## config.mk

```make
export PLATFORM = sky130hd
export DESIGN_NAME = mul_error_sweeper
export DESIGN_NICKNAME = d
export VERILOG_FILES = /design/src/rtl/mul_sweep_pkg.sv /design/src/rtl/error_metric_stage.sv /design/src/rtl/mul_error_sweeper.sv
export SDC_FILE = /design/constraint.sdc
export NUM_CORES = 1
export LEC_CHECK = 0
export ABC_AREA = 0
export BUFFER_PORTS_ARGS = -buffer_cell sky130_fd_sc_hd__buf_2
export CORE_MARGIN = 5
export CORE_UTILIZATION = 45
export CTS_BUF_LIST = sky130_fd_sc_hd__clkbuf_4 sky130_fd_sc_hd__clkbuf_8 sky130_fd_sc_hd__clkbuf_16
export CTS_CLUSTER_DIAMETER = 40
export DETAILED_ROUTE_END_ITERATION = 6
export PLACE_DENSITY = 0.68
export SLEW_MARGIN = 40
export SYNTH_ARGS = -nofsm -noshare
export SYNTH_HDL_FRONTEND = slang
export SYNTH_SLANG_ARGS = --single-unit
```

## constraint.sdc

```tcl
create_clock -name clk -period 3.6 [get_ports clk]
set_clock_uncertainty 0.05 [all_clocks]
set_input_delay 0.9 -clock clk [delete_from_list [all_inputs] [get_ports clk]]
set_output_delay 0.9 -clock clk [all_outputs]
set_load 0.01 [all_outputs]
```

## src/rtl/mul_sweep_pkg.sv

```systemverilog
// Shared definitions for the multiplier error sweeper.
// Holds the default operand width, the widths derived from it, the number
// of operand pairs in one exhaustive sweep and the controller state encoding.
package mul_sweep_pkg;

    // Default operand width and derived widths.
    localparam int W_DEF = 8;
    localparam int PW    = 2 * W_DEF;     // product / index width
    localparam int CW    = 2 * W_DEF + 1; // signed difference / error count width
    localparam int SW    = 4 * W_DEF;     // sum of error distance width

    // Number of (a,b) pairs covered by one sweep at the default width.
    localparam int unsigned N = 32'd1 << PW;

    // Controller states.
    typedef enum logic [1:0] {
        ST_IDLE  = 2'd0,
        ST_SWEEP = 2'd1,
        ST_DRAIN = 2'd2,
        ST_DONE  = 2'd3
    } state_e;

    // True while a sweep is in flight (operands issuing or results draining).
    function automatic logic is_active(input state_e s);
        return (s == ST_SWEEP) || (s == ST_DRAIN);
    endfunction

endpackage

```

## src/rtl/error_metric_stage.sv

```systemverilog
// Registered error-metric stage.
// Compares the accurate and approximate products of one operand pair and
// registers the absolute error distance, the signed difference (acc - apx),
// the mismatch flag and the (a,b) tag that identifies the pair.
// Ports:
//   clk, rst       clock, synchronous active-high reset
//   vld, a, b      valid flag and operand tag of the incoming pair
//   acc, apx       accurate / approximate products for that pair
//   m_vld..m_ne    registered valid, tag, |acc-apx|, acc-apx, acc!=apx
module error_metric_stage #(
    parameter int W = 8
) (
    input  logic            clk,
    input  logic            rst,
    input  logic            vld,
    input  logic [W-1:0]    a,
    input  logic [W-1:0]    b,
    input  logic [2*W-1:0]  acc,
    input  logic [2*W-1:0]  apx,
    output logic            m_vld,
    output logic [W-1:0]    m_a,
    output logic [W-1:0]    m_b,
    output logic [2*W-1:0]  m_ed,
    output logic [2*W:0]    m_diff,
    output logic            m_ne
);

    logic [2*W-1:0] ed_s;
    logic [2*W:0]   diff_s;
    logic           ne_s;

    // Error metrics of the current pair; the distance is taken from the
    // larger operand so it never needs the extra sign bit.
    always_comb begin
        diff_s = {1'b0, acc} - {1'b0, apx};
        ne_s   = (acc != apx);
        if (acc >= apx) begin
            ed_s = acc - apx;
        end else begin
            ed_s = apx - acc;
        end
    end

    // Metric register with tag pass-through.
    always_ff @(posedge clk) begin
        if (rst) begin
            m_vld  <= 1'b0;
            m_a    <= {W{1'b0}};
            m_b    <= {W{1'b0}};
            m_ed   <= {(2*W){1'b0}};
            m_diff <= {(2*W+1){1'b0}};
            m_ne   <= 1'b0;
        end else begin
            m_vld  <= vld;
            m_a    <= a;
            m_b    <= b;
            m_ed   <= ed_s;
            m_diff <= diff_s;
            m_ne   <= ne_s;
        end
    end

endmodule

```

## src/rtl/mul_error_sweeper.sv

```systemverilog
// Exhaustive error characterisation engine for a pair of WxW multipliers.
// Issues every (a,b) pair once (a-major, b inner, one pair per cycle),
// captures the accurate and approximate products MUL_LAT cycles later and
// accumulates error count, sum of error distance, signed error sum and the
// first pair reaching the largest error distance.
// Ports:
//   clk, rst             clock, synchronous active-high reset
//   start                sweep request, honoured only in IDLE or DONE
//   a_out, b_out         registered operands to both multipliers
//   prod_acc, prod_apx   products returned by the multipliers
//   busy, done           handshake: busy while sweeping/draining, done level
//   err_count..max_b     live metrics, final once done is high
module mul_error_sweeper
    import mul_sweep_pkg::*;
#(
    parameter int W       = W_DEF,
    parameter int MUL_LAT = 0
) (
    input  logic            clk,
    input  logic            rst,
    input  logic            start,
    output logic [W-1:0]    a_out,
    output logic [W-1:0]    b_out,
    input  logic [2*W-1:0]  prod_acc,
    input  logic [2*W-1:0]  prod_apx,
    output logic            busy,
    output logic            done,
    output logic [2*W:0]    err_count,
    output logic [4*W-1:0]  sum_ed,
    output logic [4*W:0]    sum_err,
    output logic [2*W-1:0]  max_ed,
    output logic [W-1:0]    max_a,
    output logic [W-1:0]    max_b
);

    localparam int IW = 2 * W; // index / product width

    state_e          state_r;
    state_e          state_s;
    logic            accept_s;
    logic            last_issue_s;
    logic            last_accum_s;

    logic [IW-1:0]   k_r;
    logic            iss_vld_r;

    logic            dl_vld_s;
    logic [W-1:0]    dl_a_s;
    logic [W-1:0]    dl_b_s;

    logic            m_vld_s;
    logic [W-1:0]    m_a_s;
    logic [W-1:0]    m_b_s;
    logic [IW-1:0]   m_ed_s;
    logic [IW:0]     m_diff_s;
    logic            m_ne_s;

    // Final index reached; the pair with all-ones operands is always the last.
    assign last_issue_s = (k_r == {IW{1'b1}});
    assign last_accum_s = m_vld_s && (m_a_s == {W{1'b1}}) && (m_b_s == {W{1'b1}});

    // Next-state logic and start acceptance.
    always_comb begin
        state_s  = state_r;
        accept_s = 1'b0;
        case (state_r)
            ST_IDLE, ST_DONE: begin
                if (start) begin
                    state_s  = ST_SWEEP;
                    accept_s = 1'b1;
                end else begin
                    state_s  = state_r;
                    accept_s = 1'b0;
                end
            end
            ST_SWEEP: begin
                if (last_issue_s) begin
                    state_s = ST_DRAIN;
                end else begin
                    state_s = ST_SWEEP;
                end
            end
            ST_DRAIN: begin
                if (last_accum_s) begin
                    state_s = ST_DONE;
                end else begin
                    state_s = ST_DRAIN;
                end
            end
            default: begin
                state_s  = ST_IDLE;
                accept_s = 1'b0;
            end
        endcase
    end

    // State register plus registered handshake outputs derived from next state.
    always_ff @(posedge clk) begin
        if (rst) begin
            state_r <= ST_IDLE;
            busy    <= 1'b0;
            done    <= 1'b0;
        end else begin
            state_r <= state_s;
            busy    <= is_active(state_s);
            done    <= (state_s == ST_DONE);
        end
    end

    // Index counter and operand issue; operands hold their last value outside SWEEP.
    always_ff @(posedge clk) begin
        if (rst) begin
            k_r       <= {IW{1'b0}};
            iss_vld_r <= 1'b0;
            a_out     <= {W{1'b0}};
            b_out     <= {W{1'b0}};
        end else if (accept_s) begin
            k_r       <= {IW{1'b0}};
            iss_vld_r <= 1'b0;
        end else if (state_r == ST_SWEEP) begin
            k_r       <= k_r + {{(IW-1){1'b0}}, 1'b1};
            iss_vld_r <= 1'b1;
            a_out     <= k_r[IW-1:W];
            b_out     <= k_r[W-1:0];
        end else begin
            iss_vld_r <= 1'b0;
        end
    end

    // Valid/tag delay line matching the multiplier pipeline depth.
    generate
        if (MUL_LAT == 0) begin : g_no_lat
            assign dl_vld_s = iss_vld_r;
            assign dl_a_s   = a_out;
            assign dl_b_s   = b_out;
        end else begin : g_lat
            logic [MUL_LAT-1:0] vld_pipe_r;
            logic [W-1:0]       a_pipe_r [MUL_LAT];
            logic [W-1:0]       b_pipe_r [MUL_LAT];

            // Shift register; stage 0 takes the pair issued this cycle.
            always_ff @(posedge clk) begin
                if (rst) begin
                    vld_pipe_r <= {MUL_LAT{1'b0}};
                    for (int i = 0; i < MUL_LAT; i++) begin
                        a_pipe_r[i] <= {W{1'b0}};
                        b_pipe_r[i] <= {W{1'b0}};
                    end
                end else begin
                    vld_pipe_r[0] <= iss_vld_r;
                    a_pipe_r[0]   <= a_out;
                    b_pipe_r[0]   <= b_out;
                    for (int i = 1; i < MUL_LAT; i++) begin
                        vld_pipe_r[i] <= vld_pipe_r[i-1];
                        a_pipe_r[i]   <= a_pipe_r[i-1];
                        b_pipe_r[i]   <= b_pipe_r[i-1];
                    end
                end
            end

            assign dl_vld_s = vld_pipe_r[MUL_LAT-1];
            assign dl_a_s   = a_pipe_r[MUL_LAT-1];
            assign dl_b_s   = b_pipe_r[MUL_LAT-1];
        end
    endgenerate

    error_metric_stage #(
        .W(W)
    ) u_metric (
        .clk    (clk),
        .rst    (rst),
        .vld    (dl_vld_s),
        .a      (dl_a_s),
        .b      (dl_b_s),
        .acc    (prod_acc),
        .apx    (prod_apx),
        .m_vld  (m_vld_s),
        .m_a    (m_a_s),
        .m_b    (m_b_s),
        .m_ed   (m_ed_s),
        .m_diff (m_diff_s),
        .m_ne   (m_ne_s)
    );

    // Accumulators; cleared on start acceptance, strict '>' keeps the earliest worst pair.
    always_ff @(posedge clk) begin
        if (rst || accept_s) begin
            err_count <= {(IW+1){1'b0}};
            sum_ed    <= {(2*IW){1'b0}};
            sum_err   <= {(2*IW+1){1'b0}};
            max_ed    <= {IW{1'b0}};
            max_a     <= {W{1'b0}};
            max_b     <= {W{1'b0}};
        end else if (m_vld_s) begin
            err_count <= err_count + {{IW{1'b0}}, m_ne_s};
            sum_ed    <= sum_ed + {{IW{1'b0}}, m_ed_s};
            sum_err   <= sum_err + {{IW{m_diff_s[IW]}}, m_diff_s};
            if (m_ed_s > max_ed) begin
                max_ed <= m_ed_s;
                max_a  <= m_a_s;
                max_b  <= m_b_s;
            end
        end
    end

endmodule

```

---- Word level (Yosys, flattened, before mapping) ----
Cells that the tools add are included.
cells by class
  equality and inequality tests ........... 10
  multiplexer cells ....................... 8
  add/sub/neg operators ................... 7
  reductions and logical operators ........ 9
  bitwise gates (word level) .............. 1
  order comparisons ....................... 2
operators with widths
  cell                                                                    count
  33-bit adder                                                            1
  32-bit by 16-bit adder with 32-bit output                               1
  16-bit subtractor                                                       2
  17-bit by 1-bit adder with 17-bit output                                1
  16-bit by 16-bit subtractor with 17-bit output                          1
  16-bit by 1-bit adder with 16-bit output (second input constant)        1
  16-bit equality test (second input constant)                            1
  8-bit equality test (second input constant)                             2
  16-bit greater-or-equal comparator                                      1
  16-bit > comparator                                                     1
  16-bit 2-to-1 mux                                                       1
  16-bit != test                                                          1
  2-bit equality test (second input constant)                             4
  2-bit case mux with 3 select lines                                      1
  2-bit by 1-bit equality test with 1-bit output (second input constant)  2
  1-bit 2-to-1 mux                                                        4
  2-bit 2-to-1 mux                                                        2
  2-bit AND reduction                                                     2
  2-bit OR reduction                                                      2
  1-bit logical AND                                                       2
  2-bit logical NOT                                                       1
  1-bit logical OR                                                        2
  1-bit inverter                                                          1
word-level totals
  bits of input ports ..................... 35
  output and inout bits ................... 132
  word-level logic and storage cells ...... 56
  register bits after elaboration ......... 202

---- Logic depth before layout (Yosys ltp) ----
Gate-level depths: netlist of the first run.
  depth after elaboration ................. 7
  gate-level depth with buffers ........... 15
  mapped depth without buffers ............ 13

---- Modules after synthesis ----
From an unflattened synthesis of the first run, not the netlist that was laid out.
second synthesis, totals
  cells, all modules ...................... 1357
  area total of the unflattened synthesis .. 11685.0 sq um
by module, submodules not included
  module              instances  cells an instance  area each (sq um)  sequential area each (sq um)
  mul_error_sweeper   1          993                8574.5             3022.9
  error_metric_stage  1          364                3110.5             1001.0

---- Least setup slack after synthesis of the first run ----
OpenSTA, ideal clock, no wires.
  path type ............................... input to register
  start ................................... input port prod_acc[0]
  end ..................................... register u_metric.m_ed[11]
  arrival ................................. 3.246 ns
  data required time ...................... 3.422 ns
  slack ................................... 0.176 ns
  library setup time ...................... 0.128 ns
  buffers on the path ..................... 2
  stages on the path ...................... 15
  cell sequence ........................... inv_1 ha_1 fa_1 and2b_1 o21ai_2 a21boi_2 o31ai_2 a311oi_4 a211oi_2 and2_1 buf_6 buf_12 mux2i_1 xor2_1 nor2_1
on the way
  word-level cells in the longest chain between the ends .. 2
  elaborated cells on any way between the ends .. 4
  classes of those cells .................. add/sub: 2; order compare: 1; mux: 1
ends and longest elaborated chain
  what                                             RTL line                  source
  start, declared                                  mul_error_sweeper.sv:24   input logic [2*W-1:0] prod_acc,
  16-bit subtractor, or another cell as far along  error_metric_stage.sv:40  ed_s = apx - acc;
  16-bit 2-to-1 mux *                              error_metric_stage.sv:37  if (acc >= apx) begin
  end signal, assigned                             error_metric_stage.sv:50  m_ed <= {(2*W){1'b0}};
  end signal, assigned                             error_metric_stage.sv:57  m_ed <= ed_s;
  end, declared                                    error_metric_stage.sv:23  output logic [2*W-1:0] m_ed,
Mark *: on every way between the ends. The rest lies on a longest branch, timed or not.
A chain may end at the register's enable or synchronous reset.

---- Final worst setup path of the first run ----
  start ................................... register u_metric.m_diff[0]
  end ..................................... register sum_err[32]
on the way
  word-level cells in the longest chain between the ends .. 1
ends and longest elaborated chain
  what                    RTL line                  source
  start, declared         error_metric_stage.sv:24  output logic [2*W:0] m_diff,
  start signal, assigned  error_metric_stage.sv:51  m_diff <= {(2*W+1){1'b0}};
  start signal, assigned  error_metric_stage.sv:58  m_diff <= diff_s;
  33-bit adder            mul_error_sweeper.sv:197  sum_err <= sum_err + {{IW{m_diff_s[IW]}}, m_diff_s};
  end signal, assigned    mul_error_sweeper.sv:190  sum_err <= {(2*IW+1){1'b0}};
  end signal, assigned    mul_error_sweeper.sv:197
  end, declared           mul_error_sweeper.sv:30   output logic [4*W:0] sum_err,
No other way between the ends.

==> impl_metrics.tcl, run 1 <==
set metrics [dict create \
    synth_common_cells "nor2_1, dfxtp_1, ha_1" \
    fin_nets 1637 \
    synth-xor-area-share_pct 8.37 \
    synth_compound_area_share_pct 13.3 \
    seq_area_mm2 0.00403 \
    path_cells "ha_1 -> fa_1 -> a211oi_1 -> o21ai_0 -> a21oi_1 -> o31a_1 -> nand3b_1 -> a21oi_1 -> or3_1 -> and3_1 -> xnor2_1 -> nor2_1" \
    dp_hpwl_mm 21.6 \
    grt_pass1_wl_mm 46.5 \
    syn_avg_cell_area_um2 8.66 \
    ys.flop_type "dfxtp_1" \
    via_count 9652 \
    p_per_area_mw_per_mm2 509 \
    slew_headroom_pct 52.6 \
    crit_path_end_kind "register" \
    path_buf_inv 0 \
    synth-seq-area-share_pct 35.3 \
    synthCells 1317 \
    yosysWarningCount 0 \
    synth_area_mm2 0.0114 \
    crit_required_ns 3.92 \
    maxCapViolations 0 \
    cts_root_buf "clkbuf_16" \
    drive_above_1_share_pct 18.3 \
    holdWs_ns 0.400 \
    fin_util_pct 55.3 \
    insertion_delay_ns 0.51 \
    synth_top_area_cell "dfxtp_1" \
    setup_viol 0 \
    synth_simple_gate_area_share_pct 18.3 \
    critPathTopFamily "compound AO/OA/AOI/OAI gates" \
    n_antenna_cell 0 \
    min_period_ns 3.29 \
    dieHeight_um 169 \
    slowest_stage "fa_1" \
    yosysMostFrequentCell "nor2_1" \
    grt_setup_unrepaired "false" \
    core_area_mm2 0.0251 \
    gp_congestion 0.878 \
    multi_input_area_mm2 0.00689 \
    placed_area_mm2 0.0127 \
    ios 167 \
    grt_max_degree 69 \
    ys_seq_elements 201 \
    worstMarginPinSlew_ns 0.708 \
    clk_pin_slew_ns 0.06 \
    antenna_found_initial 0 \
    cp.arrival_ns 3.61 \
    clock_path_buffers 3 \
    ys_types 62 \
    post_cts_resized 0 \
    synth_area_leaders "dfxtp_1, ha_1, mux2i_1, nor2_1, xnor2_1" \
    vias_per_cell 5.21 \
    power.leakage_uw 0.00633 \
    slowest_delay_ns 0.43 \
    crit_top_cell "a21oi_1" \
    setup_slack_ns 0.309 \
    numClockSinks 201 \
    cts_setup_buffers 0 \
    wl_mm 28.4 \
    crit_fanout 4 \
    port_buffers 166 \
    rows 58 \
    grt_pass1_vias 9280 \
    synth_top_family_by_area "simple AND/OR/NAND/NOR gates" \
    async_flop_share_pct 0 \
    placedCellCount 1790 \
    drtPass1Iterations 5 \
    cp-start-kind "register" \
    status "complete, no violations" \
    die_x_um 169 \
    irDropWorstVdd_uv 297 \
    antenna_left 0 \
    post-place-ws_ns -0.124 \
    n_fill_cell 2357 \
    synth_edf_count 0 \
    cts_tree "built" \
    wl_per_cell_um 15.3 \
    hp-class "register to register" \
    final.period_utilization_pct 91.4 \
    cts_hold_buf 0 \
    synth.top_cell.area_share_pct 35.3 \
    drcViolationCount 0 \
    syn_nets 1457 \
    syn2layout_area_growth_pct 21.6 \
    dieArea_mm2 0.0286 \
    slew_viol_final 0 \
    drt_first_iter_violations 547 \
    path_class "register to register" \
    cts_max_level 2 \
    timing_hold_violations_final 0 \
    final_area_mm2 0.0139 \
    synthAdderAreaFrac_pct 11.8 \
    fmax_ghz 0.304 \
    overflow 0 \
    synthMuxAreaShare_pct 8.61 \
    final_cells 1852 \
    grtUsageTotal_pct 19.4 \
    start_util_pct 45.4 \
    cts_buffers 35 \
]
==> where the power goes <==
part | leakage [uW] | internal, uW | switching [uW] | total (uW)
Clock | 0.000585 | 2090 | 1180 | 3270
Sequential | 0.00163 | 2340 | 108 | 2440
Combinational | 0.00412 | 574 | 776 | 1350
Total | 0.00633 | 5000 | 2060 | 7070
==> flip-flops by register name (all words and copies together) (netlist names) <==
register         cells
a_out                8
b_out                8
busy                 1
dl_vld_s             1
done                 1
err_count           17
k_r                 16
max_a                8
max_b                8
max_ed              16
state_r              2
sum_ed              32
sum_err             33
u_metric.m_a         8
u_metric.m_b         8
u_metric.m_diff     17
u_metric.m_ed       15
u_metric.m_ne        1
u_metric.m_vld       1
==> final timing paths <==
| kind | start | endpoint | slack (ns) | depth (start not counted) |
|---|---|---|---|---|
| max reg2reg | u_metric.m_diff[0] | sum_err[32] | 0.31 | 12 |
| min reg2reg | dl_vld_s | u_metric.m_vld | 0.40 | 1 |
| max | u_metric.m_diff[0] | sum_err[32] | 0.31 | 12 |
| min | dl_vld_s | u_metric.m_vld | 0.40 | 1 |
==> kinds of logic (layout without fill, tap and decap cells) <==
logic type	count (synthesis)	after routing
muxes	98	98
DFF	201	201
and+or+nand+nor	446	446
buffers and inverters	123	328
adders and majority gates	105	105
AOI/OAI and AO/OA	235	235
xor gates and xnor gates	109	109
==> cell type report <==
class | count | area share, %
multi-input combinational | 993 | 49.7
sequential | 201 | 29.0
timing repair buffer | 199 | 7.86
clock buffer | 43 | 6.97
tap | 330 | 2.98
inverter | 67 | 1.81
clock inverter | 19 | 1.66
==> cell usage in the layout (no fill, tap or decap), types with 10 or more instances in the layout <==
cell type  synthesis  layout
nor2_1           212     212
ha_1             101     101
inv_1             67      67
a211oi_1          13      13
nor3_1            14      13
dfxtp_1          201     200
nand4_1           27      27
clkbuf_16          0      35
mux2i_1           97      97
nand3_1           31      31
and3_1            18      18
a21oi_1           72      72
o21ai_0           46      46
xor2_1            52      52
buf_4              1      32
buf_2             11     166
o21a_1            10      10
xnor2_1           57      57
nor2b_1           36      36
a21o_1            39      38
nand2_1           60      60
==> per-layer routing <==
metal	part of all wire, %	vias up	global-route usage (%)	wire [um]
li1	-	4897	-	-
met1	48	4476	26.9	13800
met2	44	236	30.9	12400
met3	5.3	43	3.61	1510
met4	2.4	0	5.50	693
met5	0	-	0	0
==> through the flow <==
stage | setup TNS (ns) | total power, uW
after CTS | 0 | 7150
after detailed placement | -0.907 | 3840
after floorplan | 0 | 3450
final | 0 | 7070
after global placement | -0.466 | 3810
after global routing | 0 | 7430
Power figures use the tool's default switching activity.
==> run 2, diff against run 1 <==
Settings changed: PLACE_DENSITY 0.68 to 0.71.
Clock period 3.6 ns to 2.76 ns, I/O delays scaled along.
==> run 2 against run 1 <==
The flow now finishes with violations (negative setup slack). Design area increased by 8.1%. Global-route usage increased by 0.54 points. Wire length increased by 4.9%. Combinational power increased by 50%. Critical path depth increased by 3. Largest cell class unchanged. Highest routed layer unchanged.
==> impl_metrics.tcl, run 2 (synthesis gave the netlist of run 1 again) <==
set metrics [dict create \
    maxCapViolations 0 \
    setup_viol 12 \
    status "finished with violations" \
    top_layer_used "met4" \
    dieHeight_um 169 \
    cts_tree "built" \
    cts_max_level 1 \
    drtPass1Iterations 4 \
    reg2reg_to "sum_ed[22]" \
    crit_fanout 6 \
    placedCellCount 1890 \
    path_buf_inv 4 \
    largest_reg_flops 33 \
    final_cells 1962 \
    crit_path_end_kind "register" \
    min_period_ns 2.85 \
    slew_viol_final 0 \
    most-common-layout-cells "nor2_1, dfxtp_1, buf_2" \
    setup_slack_ns -0.0913 \
    fin_nets 1749 \
    hp-start "dl_vld_s" \
    insertion_delay_ns 0.54 \
    clock_path_buffers 3 \
    p_per_area_mw_per_mm2 613 \
    slowest_delay_ns 0.39 \
    r2r_start "u_metric.m_diff[0]" \
    grt_setup_unrepaired "true" \
    grt_pass1_vias 9741 \
    timing_hold_violations_final 0 \
    r2r_slack_ns -0.09 \
    clk_pin_slew_ns 0.06 \
    slew_headroom_pct 57.6 \
    route.met2.wl_mm 13.5 \
    n_antenna_cell 0 \
    worst_r2r_path_depth 15 \
    grtUsageTotal_pct 19.9 \
    fin_setup_tns_ns -0.572 \
    vias_per_cell 5.15 \
    multi_input_area_mm2 0.00719 \
    failed_checks "negative setup slack" \
    layout_commonest_cell "nor2_1" \
    rows 58 \
    start_util_pct 45.4 \
    worstHoldPathCells 1 \
    hp-class "register to register" \
    irDropWorstVdd_uv 471 \
    die_x_um 169 \
    crit_required_ns 3.14 \
    power.leakage_uw 0.00689 \
    n_fill_cell 2211 \
    antenna_left 0 \
    path_class "register to register" \
    numClockSinks 201 \
    dr_wl_met3_mm 1.53 \
    grt_max_degree 53 \
    cts_root_buf "clkbuf_16" \
    min_to "u_metric.m_vld" \
    gp_congestion 0.895 \
    seq_area_mm2 0.00403 \
    dp_hpwl_mm 22.7 \
    overflow 0 \
    via_count 10100 \
    cts_buffers 31 \
    largest-register "sum_err" \
    wl_per_cell_um 15.2 \
    path_cells "buf_4 -> buf_12 -> ha_4 -> fa_2 -> a21o_1 -> a21o_1 -> a211oi_2 -> buf_4 -> o21ai_4 -> nand4_1 -> a31oi_2 -> buf_6 -> nand3_2 -> xor2_1 -> nor2_1" \
    ios 167 \
    drive_above_1_share_pct 26.9 \
    dieArea_mm2 0.0286 \
    core_area_mm2 0.0251 \
    drt_first_iter_violations 487 \
    slowest_stage "fa_2" \
    worstMarginPinSlew_ns 0.636 \
    port_buffers 166 \
    grt_pass1_wl_mm 48.1 \
    drcViolationCount 0 \
    wl_mm 29.8 \
    cp-start-kind "register" \
    syn2layout_area_growth_pct 31.5 \
    final.period_utilization_pct 103 \
    cp.arrival_ns 3.23 \
    critPathTopFamily "compound AO/OA/AOI/OAI gates" \
    met1Wirelength_mm 13.8 \
    fmax_ghz 0.351 \
    antenna_found_initial 0 \
    top_regs "sum_err x33, sum_ed x32" \
]
-- run 2: cell types whose count changed in the layout (fill, tap and decap cells not counted), sizes merged --
cell      change
clkinvlp      -1
buf         +116
inv           +1
clkinv        -1
bufinv        +2
clkbuf        -7
-- run 2: where the power goes --
part / internal [uW] / switching (uW)
clock: 2550 / 1430
combinational: 953 / 1080
sequential: 3050 / 147
total: 6540 / 2650
-- run 2: timing repair --
item,4_1_cts,5_1_grt
setup buffers,4,12
resized for setup,17,57
hold buffers,0,0
pin swaps,9,36
cloned,0,0
endpoints found under the setup margin,28,35
-- run 2: per-stage QoR --
stage / instance area (um^2) / hold slack [ns] / setup WS (ns) / total power [uW] / util, %
2_1_floorplan: 11500 / 0.364 / -0.349 / 4510 / -
3_3_place_gp: 13500 / 0.370 / -0.651 / 5160 / 53.7
3_5_place_dp: 13500 / 0.376 / -0.715 / 5190 / 53.7
4_1_cts: 14700 / 0.388 / -0.00837 / 9220 / 58.4
5_1_grt: 15000 / 0.399 / -0.257 / 9670 / 59.7
6_report: 15000 / 0.383 / -0.0913 / 9200 / 59.7
-- run 2: layer usage --
layer  GRT usage [%]  vias up
li1                -     5153
met5               0        -
met2            32.9      257
met3            3.07       61
met4            6.37        0
met1            26.8     4634
-- run 2: worst max-delay path by stage --
stage / from / end / slack, ns / cells past startpoint
detailed placement: prod_acc[0] / u_metric.m_ed[11] / -0.71 / 15
floorplan: prod_acc[0] / u_metric.m_ed[11] / -0.35 / 15
CTS: u_metric.m_diff[0] / sum_err[32] / -0.008 / 12
global placement: prod_acc[0] / u_metric.m_ed[11] / -0.65 / 15
finish: u_metric.m_diff[0] / sum_ed[22] / -0.09 / 15
global route: u_metric.m_diff[0] / sum_err[32] / -0.26 / 12
-- run 2: area by class of cell --
cell class                 count  share of cell area (%)
clock buffer                  36                    5.51
clock inverter                20                    1.69
inverter                      67                    1.76
multi-input combinational    993                    47.9
sequential                   201                    26.9
tap                          330                    2.75
timing repair buffer         315                    13.5
